<file path="config.mk">
export PLATFORM = sky130hd
export DESIGN_NAME = ascon_text_sequencer
export DESIGN_NICKNAME = d
export VERILOG_FILES = /design/src/rtl/ascon_pkg.sv /design/src/rtl/ascon_seq_outbuf.sv /design/src/rtl/ascon_text_sequencer.sv
export SDC_FILE = /design/constraint.sdc
export NUM_CORES = 1
export LEC_CHECK = 0
export CAP_MARGIN = 20
export CELL_PAD_IN_SITES_DETAIL_PLACEMENT = 0
export CELL_PAD_IN_SITES_GLOBAL_PLACEMENT = 2
export CORE_AREA = 2 2 245 247
export DETAILED_ROUTE_END_ITERATION = 8
export DIE_AREA = 0 0 247 249
export MAX_ROUTING_LAYER = met4
export PLACE_DENSITY_LB_ADDON = 0.1
export SYNTH_ARGS = -nofsm -noshare
export SYNTH_HDL_FRONTEND = slang
export SYNTH_HIERARCHICAL = 1
export SYNTH_SLANG_ARGS = --single-unit
</file>
<file path="constraint.sdc">
create_clock -name clk -period 5.4 [get_ports clk]
set_clock_uncertainty 0.05 [all_clocks]
set_input_delay 0.54 -clock clk [delete_from_list [all_inputs] [get_ports clk]]
set_output_delay 0.54 -clock clk [all_outputs]
set_load 0.02 [all_outputs]
</file>
<file path="src/rtl/ascon_pkg.sv">
// Shared definitions for the ASCON text sequencer: FSM state encoding, rate geometry
// and mode codes, plus the per-beat byte-count helper.
package ascon_pkg;

  localparam int unsigned ASCON_RATE_BYTES = 16;
  localparam int unsigned ASCON_RATE_BITS  = 128;

  localparam logic MODE_ENC = 1'b0;
  localparam logic MODE_DEC = 1'b1;

  typedef enum logic [2:0] {
    IDLE,
    FETCH,
    EXEC,
    CAPT,
    EMIT,
    FIN
  } seq_state_e;

  // Bytes carried by a beat: a full rate block, or whatever is left of the text.
  function automatic logic [4:0] beat_bytes(input logic [31:0] remaining);
    if (remaining >= 32'(ASCON_RATE_BYTES)) return 5'(ASCON_RATE_BYTES);
    return remaining[4:0];
  endfunction

endpackage

</file>
<file path="src/rtl/ascon_seq_outbuf.sv">
// Single-entry output register for the sequencer: holds data, byte count and last flag
// stable from load until the downstream handshake.
module ascon_seq_outbuf
  import ascon_pkg::*;
(
  input  logic                       clk,
  input  logic                       rst_n,
  input  logic                       load,
  input  logic [ASCON_RATE_BITS-1:0] load_data,
  input  logic [4:0]                 load_bytes,
  input  logic                       load_last,
  output logic                       out_valid,
  input  logic                       out_ready,
  output logic [ASCON_RATE_BITS-1:0] out_data,
  output logic [4:0]                 out_bytes,
  output logic                       out_last
);

  always_ff @(posedge clk or negedge rst_n) begin
    if (!rst_n) begin
      // NOTE: the payload register is reset as well so out_data reads 0 from reset.
      out_valid <= 1'b0;
      out_data  <= '0;
      out_bytes <= '0;
      out_last  <= 1'b0;
    end else begin
      // NOTE: non-blocking updates keep every register sampling pre-edge values.
      if (load && (!out_valid || out_ready)) begin
        out_valid <= 1'b1;
        out_data  <= load_data;
        out_bytes <= load_bytes;
        out_last  <= load_last;
      end else if (out_ready) begin
        out_valid <= 1'b0;
      end
    end
  end

endmodule

</file>
<file path="src/rtl/ascon_text_sequencer.sv">
// ASCON text sequencer: steps the encrypt/decrypt datapath through a text stream one rate
// block at a time. Defining ASCON_SEQ_PERF_EN adds blk_count / stall_cycles counters.
module ascon_text_sequencer
  import ascon_pkg::*;
#(
  parameter logic [31:0] MAX_TEXT_LEN = 32'h0010_0000
) (
  input  logic                       clk,
  input  logic                       rst_n,
  input  logic                       start,
  input  logic                       mode_sel,
  input  logic [31:0]                text_length,
  output logic                       busy,
  output logic                       done,
  output logic                       err,
  input  logic                       in_valid,
  output logic                       in_ready,
  input  logic [ASCON_RATE_BITS-1:0] in_data,
  output logic                       out_valid,
  input  logic                       out_ready,
  output logic [ASCON_RATE_BITS-1:0] out_data,
  output logic [4:0]                 out_bytes,
  output logic                       out_last,
  output logic                       dp_process_en,
  output logic                       dp_mode_sel,
  output logic [31:0]                dp_text_length,
  output logic [31:0]                dp_text_position,
  output logic [ASCON_RATE_BITS-1:0] dp_data_in,
  input  logic [ASCON_RATE_BITS-1:0] dp_data_out,
  input  logic                       dp_process_err
`ifdef ASCON_SEQ_PERF_EN
  ,
  output logic [31:0]                blk_count,
  output logic [31:0]                stall_cycles
`endif
);

  seq_state_e                 state_q, state_d;
  logic                       mode_q, err_q, done_q;
  logic [31:0]                length_q, position_q, remaining;
  logic [ASCON_RATE_BITS-1:0] data_in_q;
  logic                       rem_zero, rem_last, more_blocks;
  logic                       start_accept, start_reject, out_hs;

  assign remaining    = length_q - position_q;
  assign rem_zero     = (remaining == 32'd0);
  assign rem_last     = (remaining <= 32'(ASCON_RATE_BYTES));
  // A final block that exactly fills the rate still owes the padding-only block.
  assign more_blocks  = (remaining >= 32'(ASCON_RATE_BYTES));
  assign start_accept = (state_q == IDLE) && start && (text_length <= MAX_TEXT_LEN);
  assign start_reject = (state_q == IDLE) && start && (text_length > MAX_TEXT_LEN);
  assign out_hs       = out_valid && out_ready;

  always_comb begin
    // NOTE: default first so every path assigns state_d and no latch is inferred.
    state_d = state_q;
    case (state_q)
      IDLE:    if (start_accept) state_d = FETCH;
      FETCH:   if (rem_zero || in_valid) state_d = EXEC;
      EXEC:    state_d = dp_process_err ? FIN : CAPT;
      CAPT:    state_d = rem_zero ? FIN : EMIT;
      EMIT:    if (out_hs) state_d = more_blocks ? FETCH : FIN;
      FIN:     state_d = IDLE;
      default: state_d = IDLE;
    endcase
  end

  always_ff @(posedge clk or negedge rst_n) begin
    if (!rst_n) begin
      state_q    <= IDLE;
      mode_q     <= MODE_ENC;
      length_q   <= '0;
      position_q <= '0;
      data_in_q  <= '0;
      err_q      <= 1'b0;
      done_q     <= 1'b0;
    end else begin
      state_q <= state_d;
      done_q  <= (state_d == FIN) || start_reject;
      if (start_reject) err_q <= 1'b1;
      if (start_accept) begin
        mode_q     <= mode_sel;
        length_q   <= text_length;
        position_q <= '0;
        err_q      <= 1'b0;
      end
      if (state_q == FETCH) begin
        if (rem_zero) data_in_q <= '0;
        else if (in_valid) data_in_q <= in_data;
      end
      if ((state_q == EXEC) && dp_process_err) err_q <= 1'b1;
      if ((state_q == EMIT) && out_hs && more_blocks)
        position_q <= position_q + 32'(ASCON_RATE_BYTES);
    end
  end

  assign busy             = (state_q != IDLE);
  assign done             = done_q;
  assign err              = err_q;
  assign in_ready         = (state_q == FETCH) && !rem_zero;
  assign dp_process_en    = (state_q == EXEC);
  assign dp_mode_sel      = mode_q;
  assign dp_text_length   = length_q;
  assign dp_text_position = position_q;
  assign dp_data_in       = data_in_q;

  // The padding-only block updates the state but produces no output beat.
  ascon_seq_outbuf u_outbuf (
    .clk        (clk),
    .rst_n      (rst_n),
    .load       ((state_q == CAPT) && !rem_zero),
    .load_data  (dp_data_out),
    .load_bytes (beat_bytes(remaining)),
    .load_last  (rem_last),
    .out_valid  (out_valid),
    .out_ready  (out_ready),
    .out_data   (out_data),
    .out_bytes  (out_bytes),
    .out_last   (out_last)
  );

`ifdef ASCON_SEQ_PERF_EN
  always_ff @(posedge clk or negedge rst_n) begin
    if (!rst_n) begin
      blk_count    <= '0;
      stall_cycles <= '0;
    end else begin
      if (start_accept) blk_count <= '0;
      else if (dp_process_en && (blk_count != '1)) blk_count <= blk_count + 32'd1;
      if ((((state_q == FETCH) && !in_valid) || ((state_q == EMIT) && !out_ready)) &&
          (stall_cycles != '1))
        stall_cycles <= stall_cycles + 32'd1;
    end
  end
`endif

endmodule

</file>
# Word level (Yosys, flattened, before mapping)
# Cells that the tools add are included.
[totals]
reg_bits = 333
out_inout_bits = 333
elab_cells = 64
[op_classes]
n_addsub = 2
magnitude_cmp = 4
eq_ne = 5
mux = 19
reduce_logical = 23
[ops]
columns = ["cell", "n"]
rows = [
  ["128-bit two-way mux", 2],
  ["32-bit two-way mux", 2],
  ["32-bit by 5-bit adder with 32-bit output (second input constant)", 1],
  ["32-bit by 5-bit >= comparator with 1-bit output (second input constant)", 1],
  ["32-bit by 21-bit > comparator with 1-bit output (second input constant)", 1],
  ["32-bit by 21-bit <= comparator with 1-bit output (second input constant)", 1],
  ["32-bit by 5-bit <= comparator with 1-bit output (second input constant)", 1],
  ["32-bit logical NOT", 1],
  ["32-bit subtractor", 1],
  ["3-bit two-way mux", 5],
  ["3-bit case mux with 5 select lines", 1],
  ["1-bit logical AND", 10],
  ["5-bit two-way mux", 2],
  ["1-bit two-way mux", 7],
  ["3-bit by 2-bit == test with 1-bit output (second input constant)", 2],
  ["3-bit == test (second input constant)", 2],
  ["2-bit nonzero test", 3],
  ["3-bit nonzero test", 2],
  ["3-bit by 1-bit == test with 1-bit output (second input constant)", 1],
  ["3-bit logical NOT", 1],
  ["1-bit logical OR", 3],
  ["1-bit logical NOT", 2],
  ["2-bit AND reduction", 1],
]

# Logic depth before layout (Yosys ltp)
[depth]
word_depth = 7
depth_mapped = 16
depth_no_buf = 13

# By module
# The synthesis kept the hierarchy.
[by_module_without_submodules]
columns = ["mod", "instances", "cells_per_inst", "area_each_um2", "seq_area_each_um2"]
rows = [
  ["ascon_text_sequencer", 1, 899, 9541.7, 4854.7],
  ["ascon_seq_outbuf", 1, 286, 5252.5, 3378.2],
]

# Least setup slack after synthesis
# Ideal clock, no wire load.
[synth_timing]
path_kind = "register -> register"
startpoint = "register position_q[4] (netlist: dp_text_position[4])"
endpoint = "register u_outbuf.out_data[100]"
t_arrival_ns = 3.786
required_time_ns = 5.225
setup_slack_ns = 1.439
stages_incl_launch_ff = 17
n_path_buf = 3
period_less_slack_ns = 3.961
cell_sequence = "dfrtp_1 inv_1 ha_1 clkbuf_1 o211ai_1 a21oi_1 or2_2 xor2_1 a2111oi_1 o2111ai_1 nor4_1 and4b_1 nor2_1 nand2_2 buf_6 buf_6 mux2_4"
[synth_via]
elab_chain_cells = 5
[synth_lines]
columns = ["element", "line", "source"]
rows = [
  ["start, declared", "ascon_text_sequencer.sv:40", "logic [31:0] length_q, position_q, remaining;"],
  ["start signal, assigned", "ascon_text_sequencer.sv:93", "position_q <= position_q + 32'(ASCON_RATE_BYTES);"],
  ["32-bit subtractor", "ascon_text_sequencer.sv:45", "assign remaining = length_q - position_q;"],
  ["32-bit logical NOT", "ascon_text_sequencer.sv:46", "assign rem_zero = (remaining == 32'd0);"],
  ["1-bit logical NOT", "ascon_text_sequencer.sv:111", ".load ((state_q == CAPT) && !rem_zero),"],
  ["1-bit logical AND", "ascon_text_sequencer.sv:111", ""],
  ["1-bit logical AND", "ascon_seq_outbuf.sv:28", "if (load && (!out_valid || out_ready)) begin"],
  ["end signal, assigned", "ascon_seq_outbuf.sv:30", "out_data <= load_data;"],
  ["end, declared", "ascon_seq_outbuf.sv:14", "output logic [ASCON_RATE_BITS-1:0] out_data,"],
]
# No other way between the ends.
# A chain may end at the register's enable or synchronous reset.

# Worst setup path in the final report
[layout_timing]
startpoint = "register position_q[7] (netlist: dp_text_position[7])"
endpoint = "output in_ready"
[layout_via]
elab_chain_cells = 4
[layout_lines]
columns = ["element", "line", "source"]
rows = [
  ["32-bit subtractor", "ascon_text_sequencer.sv:45", ""],
  ["32-bit logical NOT", "ascon_text_sequencer.sv:46", ""],
  ["1-bit logical NOT", "ascon_text_sequencer.sv:100", "assign in_ready = (state_q == FETCH) && !rem_zero;"],
  ["1-bit logical AND", "ascon_text_sequencer.sv:100", ""],
  ["end, declared", "ascon_text_sequencer.sv:17", "output logic in_ready,"],
]
# No other way between the ends.

==> flow_summary.yaml <==
status:
  status: "finished, final reports clean"
yosys:
  ys_top_cells_by_area: "dfrtp_1 56%, a22o_1 7.6%, mux2_2 7.4%"
  synth.top_cell.area_share_pct: 55.6
  ys_seq_elements: 329
  ys_warn_count: 6
  syn_inst: 1185
  synth_top_area_cell: "dfrtp_1"
  synth.distinct_cells: 60
  synth.most_common_cell: "dfrtp_1"
  synth_ff_type: "dfrtp_1"
  postSynth.asyncResetShare_pct: 100
  synth-edff-count: 0
  ys_seq_area_share_pct: 55.6
  syn-cell-area_um2: 14800
  netlist_top_cells_count: "329 x dfrtp_1, 129 x a22o_1, 97 x mux2_2, 64 x nand2_1, 60 x mux2_4"
  synth_area_per_cell_um2: 12.5
power_and_ir_drop:
  clkPwrFrac_pct: 23.3
  p_seq_share_pct: 33.1
  p_comb_share_pct: 43.6
  power_density_nw_per_um2: 506
  vdd_drop_max_v: 0.000327
  switching_power_uw: 4180
  power.internal_uw: 7640
  leakagePower_uw: 0.0100
  power.share.switching_pct: 35.4
routing:
  route.detailed.drc: 0
  wirelength_um: 63800
  first_pass_iters: 5
  wl_per_cell_um: 24.4
  vias_per_cell: 4.69
  vias: 12300
  drt_iter0_markers: 578
  antenna_left: 0
placement:
  placed_area_um2: 21900
  gp_congestion: 0.884
  dp_hpwl_um: 49600
  io_buffers: 623
timing:
  setup_viol_count_final: 0
  max_slew_margin_pct: 27.7
  finalCritPeriodShare_pct: 88.8
  finalSetupTns_ns: 0
  tightest_slew_ns: 1.08
  hold_viol: 0
  finalMaxSlewViolations: 0
  rsz0062_at_grt: "false"
  fin_crit_ns: 4.80
  fmax_ghz: 0.208
setup_path:
  reg2reg_depth: 14
  cp_slowest_cell: "dfrtp_1"
  worstReg2RegEnd: "u_outbuf/out_data[37]"
  worstPathArrival_ns: 4.21
  r2r_start: "dp_text_position[7]"
  cp_data_required_time_ns: 4.81
  path_depth: 12
  cp-endpoint: "in_ready"
  r2r_slack_ns: 0.93
  worst-setup-path-type: "flip-flop to output port"
  startpoint_type: "flip-flop"
  crit_family: "compound AO/OA/AOI/OAI gates"
  crit_buf_inv: 2
  cpPeakStageDelay_ns: 0.46
  critPathMaxFanout: 6
  path_cells: "inv_1, ha_1, a21oi_1, o21ai_0, a21o_1, or3_1, a2111oi_1, o2111ai_1, nor4_2, and4b_2, nor3_1, dlymetal6s2s_1"
  crit_path_start: "dp_text_position[7]"
  end_kind: "output port"
min_path:
  hold_path.class: "input pin to async pin"
die:
  die_y_um: 249
  fp.dieArea_um2: 61500
  core_area_um2: 58700
  start_util_pct: 25.2
  ios: 628
  die_w_um: 247
  rows: 89
clocking:
  cts-root-buf: "clkbuf_16"
  clkTransAtPathRegs_ns: 0.06
  cts_tree: "done"
  clock_path_buffers: 3
  clk_latency_ns: 0.55
  cts_buffers: 42
  postCtsSetupBuffers: 0
  htreeDepth: 2
  cts_sinks: 329
final_layout:
  layout-drive-gt1-share_pct: 14.2
  nNetsFinal: 2130
  final_area_um2: 23300
  areaGrowthSynthToFinish_pct: 57.8
  fill_cells: 5593
global_route:
  antenna_found_initial: 9
  grt_max_degree: 169
  grt_pass1_vias: 12800
  track_usage_pct: 21.0
  grt_overflow: 0
  grt_pass1_wl_um: 91500
flow_run:
  drv_cap: 0
-- cells in the final DEF (no fill, tap or decap), types with 14 or more instances in the layout --
| master | instances |
|---|---|
| nand3_1 | 18 |
| o21ai_0 | 40 |
| nor4_1 | 14 |
| nand2_1 | 64 |
| mux2i_1 | 16 |
| nand4_1 | 19 |
| nor2_1 | 44 |
| and2_1 | 18 |
| a21oi_1 | 35 |
| inv_1 | 35 |
| a22o_1 | 129 |
| mux2_2 | 97 |
| dfrtp_1 | 329 |
| ha_1 | 28 |
| mux2_4 | 60 |
| o211ai_1 | 15 |
| nor3_1 | 18 |
| clkdlybuf4s50_1 | 621 |
| clkbuf_16 | 42 |
-- logic make-up after synthesis --
| family | after synthesis | synth area share, % |
|---|---|---|
| and+or+nand+nor | 247 | 8.59 |
| other | 1 | 0.0253 |
| AOI/OAI and AO/OA | 282 | 14.3 |
| adders and majority gates | 29 | 2.45 |
| DFF | 329 | 55.6 |
| muxes | 173 | 14.6 |
| buffers and inverters | 107 | 3.41 |
| xor gates and xnor gates | 17 | 1.01 |
-- worst min path at each step --
stage	endpoint	from	slack, ns	cells after the start
floorplan	done	rst_n	0.19	0
finish	dp_text_length[30]	rst_n	0.41	2
detailed placement	dp_text_length[30]	rst_n	0.37	1
global route	dp_text_length[30]	rst_n	0.41	2
CTS	dp_text_length[30]	rst_n	0.38	2
global placement	dp_text_length[30]	rst_n	0.37	1
-- routing by layer --
layer	GRT usage (%)	up-vias	wire length [µm]
met5	-	-	0
li1	-	5625	-
met2	33.9	439	31300
met3	6.72	82	5210
met1	24.5	6128	25500
met4	6.78	0	1840
-- worst register-to-register path: stages, from the launching register on --
cell and delay [ns]:
dfrtp_1 0.46, inv_1 0.13, ha_1 0.37, a21oi_1 0.17, o21ai_0 0.15, a21o_1 0.27
or3_1 0.34, a2111oi_1 0.43, o2111ai_1 0.25, nor4_2 0.33, and4b_2 0.40, nor2_1 0.16
nand2_8 0.22, buf_12 0.26, mux2_2 0.39
-- repair_timing --
item                                    CTS  global route
pin swaps                                 0             0
endpoints found under the setup margin    1             1
gates resized for setup                   2             6
endpoints found under the hold margin    26             0
hold buffers                              1             0
-- through the flow --
stage	setup WS, ns	power, µW	util [%]	instances	hold WS [ns]
after floorplan	1.44	6290	-	1189	0.194
after global routing	0.347	12400	39.8	2616	0.413
final	0.602	11800	39.8	2616	0.408
after global placement	0.378	9120	37.4	2534	0.371
after detailed placement	0.419	9130	37.4	2534	0.373
after CTS	0.0396	12000	39.7	2607	0.383
-- state kept, by name, indices dropped and copies added (netlist names), 3 cells and up --
name and cells:
dp_data_in 128, u_outbuf/out_data 128, dp_text_length 32, dp_text_position 28, u_outbuf/out_bytes 5, state_q 3
-- area by class of cell --
class / count / area [µm²] / area share (%)
clock buffer: 61 / 1220 / 5.24
multi-input combinational: 753 / 6120 / 26.2
tap: 773 / 967 / 4.14
inverter: 35 / 131 / 0.563
antenna: 9 / 22.5 / 0.0965
timing repair buffer: 645 / 6520 / 27.9
sequential: 329 / 8230 / 35.3
clock inverter: 11 / 116 / 0.499
-- power groups by stage --
stage | sequential, µW | clock, µW | combinational (µW)
detailed placement | 3910 | 0 | 5220
finish | 3910 | 2760 | 5150
global placement | 3910 | 0 | 5210
global route | 4040 | 2960 | 5410
floorplan | 4960 | 0 | 1320
CTS | 3910 | 2850 | 5220
Power figures use the tool's default switching activity.
==> edit 1, RTL diff (same settings) <==
Put one more register stage on the output `err`. The value now appears one clock later. The other outputs are not delayed to match.
--- a/src/rtl/ascon_text_sequencer.sv
+++ b/src/rtl/ascon_text_sequencer.sv
@@ -96,7 +96,9 @@
 
   assign busy             = (state_q != IDLE);
   assign done             = done_q;
-  assign err              = err_q;
+  always_ff @(posedge clk) begin
+    err <= err_q;
+  end
   assign in_ready         = (state_q == FETCH) && !rem_zero;
   assign dp_process_en    = (state_q == EXEC);
   assign dp_mode_sel      = mode_q;
Function: changed (Yosys sat finds a counterexample within 4 cycles, from zero or initial values and one cycle with rst_n low).
==> edit 1 against the unedited design <==
  * Maximum frequency is 5.8% lower
  * Critical path depth is 1 higher
  * Design area hardly changed
  * Sequential power hardly changed
  * Register-to-register slack better by 0.02 ns
  * Cell count is 0.31% higher
  * Global-route usage is 0.31 points higher
  * Clock power hardly changed
  * Area after synthesis is 0.14% higher
  * Setup slack worse by 0.30 ns
  * Power hardly changed
  * Routed wire length is 1.7% higher
  * Sequential cell count is 1 higher
  * Largest power group unchanged
==> edit 1: results (changes against the unedited design) <==
* Outcome: finished clean (unchanged)
* Post-CTS sizing at 2 (unchanged)
* CTS buffer count at 43 (was 42)
* Mux cell area share after synthesis at 14.54% (was 14.56%)
* Area contributors post-synth: dfrtp_1 (56%), a22o_1 (7.6%), mux2_2 (7.4%) (unchanged)
* Share of layout cells above drive strength 1 at 13.62% (was 14.18%)
* Gpl congestion at 0.8641 (was 0.8836)
* Hold buffer count at cts at 1 (unchanged)
* Max_cap viols at 0 (unchanged)
* FF-to-FF path depth at 15 (was 14)
* Peak supply drop at 282.0 µV (was 327.1 µV)
* Post-synthesis xor/xnor area fraction at 1.005% (was 1.006%)
* Skew-Pair Late Insertion Delay at 0.57 ns (was 0.55 ns)
* Vias at 12275 (was 12274)
* Post-Synth Adder-Cell Area at 2.449% (was 2.453%)
* H-Tree Depth at 2 (unchanged)
* Drt first-iter violations at 689 (was 578)
* WP data arrival at 4.50 ns (was 4.21 ns)
* WL final at 64890 µm (was 63830 µm)
* First-pass GRT wire length at 92790 µm (was 91530 µm)
* 1st-pass router iterations at 5 (unchanged)
* Synth Area in Compound Gates at 14.29% (was 14.31%)
* IO buf count at 623 (unchanged)
* Detailed placer's ending HPWL at 50380 µm (was 49620 µm)
* # nets final at 2129 (was 2130)
* Commonest cells in the netlist: dfrtp_1 (329), a22o_1 (129), mux2_2 (97), nand2_1 (64), mux2_4 (60) (unchanged)
* Cells on Worst Hold Path at 0
* Actual slew at the worst max-slew pin at 0.9315 ns (was 1.084 ns)
* Vias in the first global route at 12774 (was 12826)
* Post-synth cell types at 61 (was 60)
* Critical path peak fanout at 7 (was 6)
* Max clock buf depth at 3 (unchanged)
* Leakage at 0.01000 µW (was 0.01005 µW)
* HP Class: flip-flop to flip-flop (was input port to async pin)
* Internal Dissipation at 7621 µW (was 7635 µW)
* CTS root buffer: clkbuf_16 (unchanged)
* Number of fill cells at 5634 (was 5593)
* Global route overflow at 0 (unchanged)
* Asr flop ratio synth at 99.70% (was 100.0%)
* Sequential element share of the synthesized area at 55.71% (was 55.65%)
* Setup Fix Bufs, Post-CTS at 0 (unchanged)
* Antenna violations before repair at 15 (was 9)
* GRT Util Overall at 21.27% (was 20.96%)
* Largest net degree at the start of global routing at 137 (was 169)
## edit 1: through the flow
| stage | setup slack [ns] | std cells | power (µW) | area [µm²] | util, % |
|---|---|---|---|---|---|
| 2_1_floorplan | 1.439 | 1190 | 6296 | 14830 | - |
| 3_3_place_gp | 0.5636 | 2532 | 9120 | 21910 | 37.33 |
| 3_5_place_dp | 0.5133 | 2532 | 9130 | 21910 | 37.33 |
| 4_1_cts | 0.1197 | 2609 | 12000 | 23270 | 39.65 |
| 5_1_grt | 0.02051 | 2624 | 12400 | 23320 | 39.74 |
| 6_report | 0.3061 | 2624 | 11820 | 23320 | 39.74 |
## edit 1: worst max-delay path, stage by stage, from the launching register on
cell and delay, ns:
dfrtp_1 0.42, inv_1 0.14, ha_1 0.46, and4_1 0.26
nand3_1 0.17, o21ai_0 0.21, a2bb2oi_1 0.32, o31ai_1 0.15
a2111oi_2 0.42, buf_4 0.19, nand3_1 0.09, and4b_1 0.38
nor3_1 0.09, clkdlybuf4s50_1 0.63
## edit 1: power groups by stage
stage	clock network (µW)	registers, µW	logic [µW]
after floorplan	0	4970	1320
after global placement	0	3920	5200
after global routing	2980	4040	5380
final	2770	3920	5140
after detailed placement	0	3920	5210
after CTS	2860	3920	5220
## edit 1: kinds of logic (layout without fill, tap and decap cells)
kind of cell	after synthesis	in the layout
AO/OA/AOI/OAI	282	282
AND/OR/NAND/NOR	247	247
buffers and inverters	107	753
adder cells (fa/ha/maj)	29	29
flip-flops	330	330
multiplexers	173	173
XOR/XNOR	17	17
other	1	20
## edit 1: per-layer routing
metal | up-vias | routed length [µm] | global-route usage, %
met5 | - | 0 | -
met4 | 0 | 1644 | 6.523
met3 | 68 | 5598 | 7.100
met2 | 440 | 31810 | 34.50
met1 | 6132 | 25840 | 24.80
li1 | 5635 | - | -
## edit 1: worst paths after layout
| path | start | end | slack (ns) |
|---|---|---|---|
| min reg2reg | err_q | err | 0.33 |
| max reg2reg | dp_text_position[12] | u_outbuf/out_data[66] | 0.95 |
| min in group asynchronous | rst_n | u_outbuf/out_data[66] | 0.53 |
| min | err_q | err | 0.33 |
| max | dp_text_position[12] | in_ready | 0.31 |
| max in group asynchronous | rst_n | dp_data_in[20] | 3.25 |
## edit 1: area by class of cell
| class | instances | area, µm² | share of cell area (%) |
|---|---|---|---|
| sequential | 330 | 8253 | 35.39 |
| clock buffer | 73 | 1311 | 5.622 |
| inverter | 35 | 131.4 | 0.5633 |
| multi-input combinational | 753 | 6127 | 26.27 |
| antenna | 15 | 37.54 | 0.1609 |
| tap | 773 | 967.2 | 4.147 |
| timing repair buffer | 642 | 6461 | 27.70 |
| clock inverter | 3 | 33.78 | 0.1448 |
==> edit 2, RTL diff (same flow settings) <==
Without the edit above. Set the package constant `ASCON_RATE_BITS` to 64 (it was 128).
--- a/src/rtl/ascon_pkg.sv
+++ b/src/rtl/ascon_pkg.sv
@@ -3,7 +3,7 @@
 package ascon_pkg;
 
   localparam int unsigned ASCON_RATE_BYTES = 16;
-  localparam int unsigned ASCON_RATE_BITS  = 128;
+  localparam int unsigned ASCON_RATE_BITS  = 64;
 
   localparam logic MODE_ENC = 1'b0;
   localparam logic MODE_DEC = 1'b1;
Interface: changed (resized dp_data_in, dp_data_out, in_data and out_data); port bits go from 628 to 372. The function was not compared with the original's and may differ.
==> edit 2 against the unedited design <==
  * Routed wire length shrank 26%
  * Cell count shrank 17%
  * Sequential power shrank 47%
  * Area after synthesis shrank 27%
  * Critical path depth is the same
  * Setup slack lost 0.34 ns
  * Power shrank 46%
  * Via count shrank 24%
  * Design area shrank 30%
  * Sequential cell count shrank 128
  * Sequential share of layout area shrank 4.6 points
  * Critical endpoint unchanged
  * Largest cell class is now multi-input gates
==> edit 2: results (changes against the unedited design) <==
* Antenna violations before repair at 4 (was 9)
* Skew-Pair Late Insertion Delay at 0.59 ns (was 0.55 ns)
* Max-slew headroom at 41.20% (was 27.72%)
* # nets final at 1574 (was 2130)
* CP top delay family: simple AND/OR/NAND/NOR gates (was compound AO/OA/AOI/OAI gates)
* Clk slew on worst S/H paths at 0.06 ns (about the same)
* Number of fill cells at 6169 (was 5593)
* Vias in the first global route at 9626 (was 12826)
* Post-synth cell types at 81 (was 60)
* Max clock buf depth at 3 (unchanged)
* Leakage at 0.007131 µW (was 0.01005 µW)
* GRT Util Overall at 15.63% (was 20.96%)
* Max incr delay on CP at 0.62 ns (was 0.46 ns)
* Area contributors post-synth: dfrtp_1 (47%), mux2_4 (9.7%), a22o_1 (5.2%) (was dfrtp_1 (56%), a22o_1 (7.6%), mux2_2 (7.4%))
* Critical path peak fanout at 9 (was 6)
* 1st-pass router iterations at 5 (unchanged)
* WL final at 47460 µm (was 63830 µm)
* Critical path's slowest cell: or4_4 (was dfrtp_1)
* Largest net degree at the start of global routing at 83 (was 169)
* HP Class: flip-flop to flip-flop (was input port to async pin)
* Asr flop ratio synth at 100.0% (unchanged)
* WP data arrival at 4.55 ns (was 4.21 ns)
* CTS buffer count at 27 (was 42)
* H-Tree Depth at 1 (was 2)
* Peak supply drop at 186.8 µV (was 327.1 µV)
* First-pass GRT wire length at 68920 µm (was 91530 µm)
* Gpl congestion at 0.7939 (was 0.8836)
* IO buf count at 367 (was 623)
* Sequential element share of the synthesized area at 46.60% (was 55.65%)
* Commonest cells in the netlist: dfrtp_1 (201), nand2_1 (125), mux2_4 (70), a22o_1 (64), nor2_1 (50) (was dfrtp_1 (329), a22o_1 (129), mux2_2 (97), nand2_1 (64), mux2_4 (60))
* Detailed placer's ending HPWL at 36600 µm (was 49620 µm)
* Share of layout cells above drive strength 1 at 14.45% (was 14.18%)
* CTS root buffer: clkbuf_16 (unchanged)
* YS warnings at 6 (unchanged)
* Vias/cell at 4.290 (was 4.692)
* Drt first-iter violations at 449 (was 578)
* Outcome: finished clean (unchanged)
## edit 2: cell type report
cell class | count | area, µm² | share of cell area [%]
antenna | 5 | 12.51 | 0.07620
clock buffer | 38 | 787.0 | 4.793
clock inverter | 11 | 195.2 | 1.189
inverter | 42 | 157.7 | 0.9601
multi-input combinational | 702 | 5260 | 32.04
sequential | 201 | 5032 | 30.65
tap | 773 | 967.2 | 5.890
timing repair buffer | 404 | 4008 | 24.41
## edit 2: power breakdown
part           switching (µW)  total (µW)  leakage (µW)  internal [µW]
clock                     762        2010      0.000488           1250
combinational            1090        2230       0.00421           1140
sequential                222        2090       0.00244           1870
total                    2070        6340       0.00713           4260
## edit 2: layer usage
| metal | share of wire, % | track usage (%) |
|---|---|---|
| met1 | 45 | 19.93 |
| met5 | 0 | - |
| met4 | 1.7 | 3.046 |
| met2 | 48 | 25.20 |
| met3 | 5.7 | 3.695 |
## edit 2: worst reg2reg max path, delay by kind of cell, from the launching register on
family                   cells  cell delay [ns]
AND/OR/NAND/NOR              6             1.59
multiplexers                 2             0.73
AO/OA/AOI/OAI                3             0.69
buffers and inverters        3             0.59
flip-flops                   1             0.47
adder cells (fa/ha/maj)      1             0.44
## edit 2: per-stage QoR
step / power (µW) / hold WS (ns) / area [µm²] / cells / worst slack [ns]
after floorplan: 3209 / 0.1944 / 10810 / 1006 / 1.074
after global placement: 4382 / 0.4245 / 15340 / 2118 / 0.4286
after detailed placement: 4375 / 0.4288 / 15340 / 2118 / 0.4447
after CTS: 6466 / 0.4227 / 16330 / 2168 / 0.03999
after global routing: 6648 / 0.4547 / 16420 / 2175 / 0.01733
final: 6337 / 0.4367 / 16420 / 2176 / 0.2596
## edit 2: kinds of logic (layout without fill, tap and decap cells)
logic type / count (synthesis) / in the layout / share of synthesized area [%]
other cells: 1 / 10 / 0.03474
compound gates: 231 / 231 / 16.24
flops: 201 / 201 / 46.60
xor+xnor: 16 / 16 / 1.298
mux: 83 / 83 / 11.00
fa+ha+maj: 29 / 29 / 3.362
simple gates: 338 / 338 / 15.95
buf+inv: 103 / 495 / 5.518
## edit 2: worst paths after layout
check / startpoint / end / slack, ns / cells after the start
min: dp_mode_sel / dp_mode_sel / 0.44 / 2
max in group asynchronous: rst_n / dp_text_position[10] / 3.62 / 3
min reg2reg: dp_mode_sel / dp_mode_sel / 0.44 / 2
max reg2reg: dp_text_position[8] / u_outbuf/out_data[19] / 0.72 / 15
min in group asynchronous: rst_n / dp_text_length[29] / 0.50 / 2
max: dp_text_position[8] / in_ready / 0.26 / 12
## edit 2: repair_timing
action	4_1_cts	5_1_grt
endpoints found under the hold margin	76	0
endpoints found under the setup margin	1	1
pin swaps	0	3
hold buffers	1	0
setup buffers	0	3
gates resized for setup	2	15
cloned	0	0
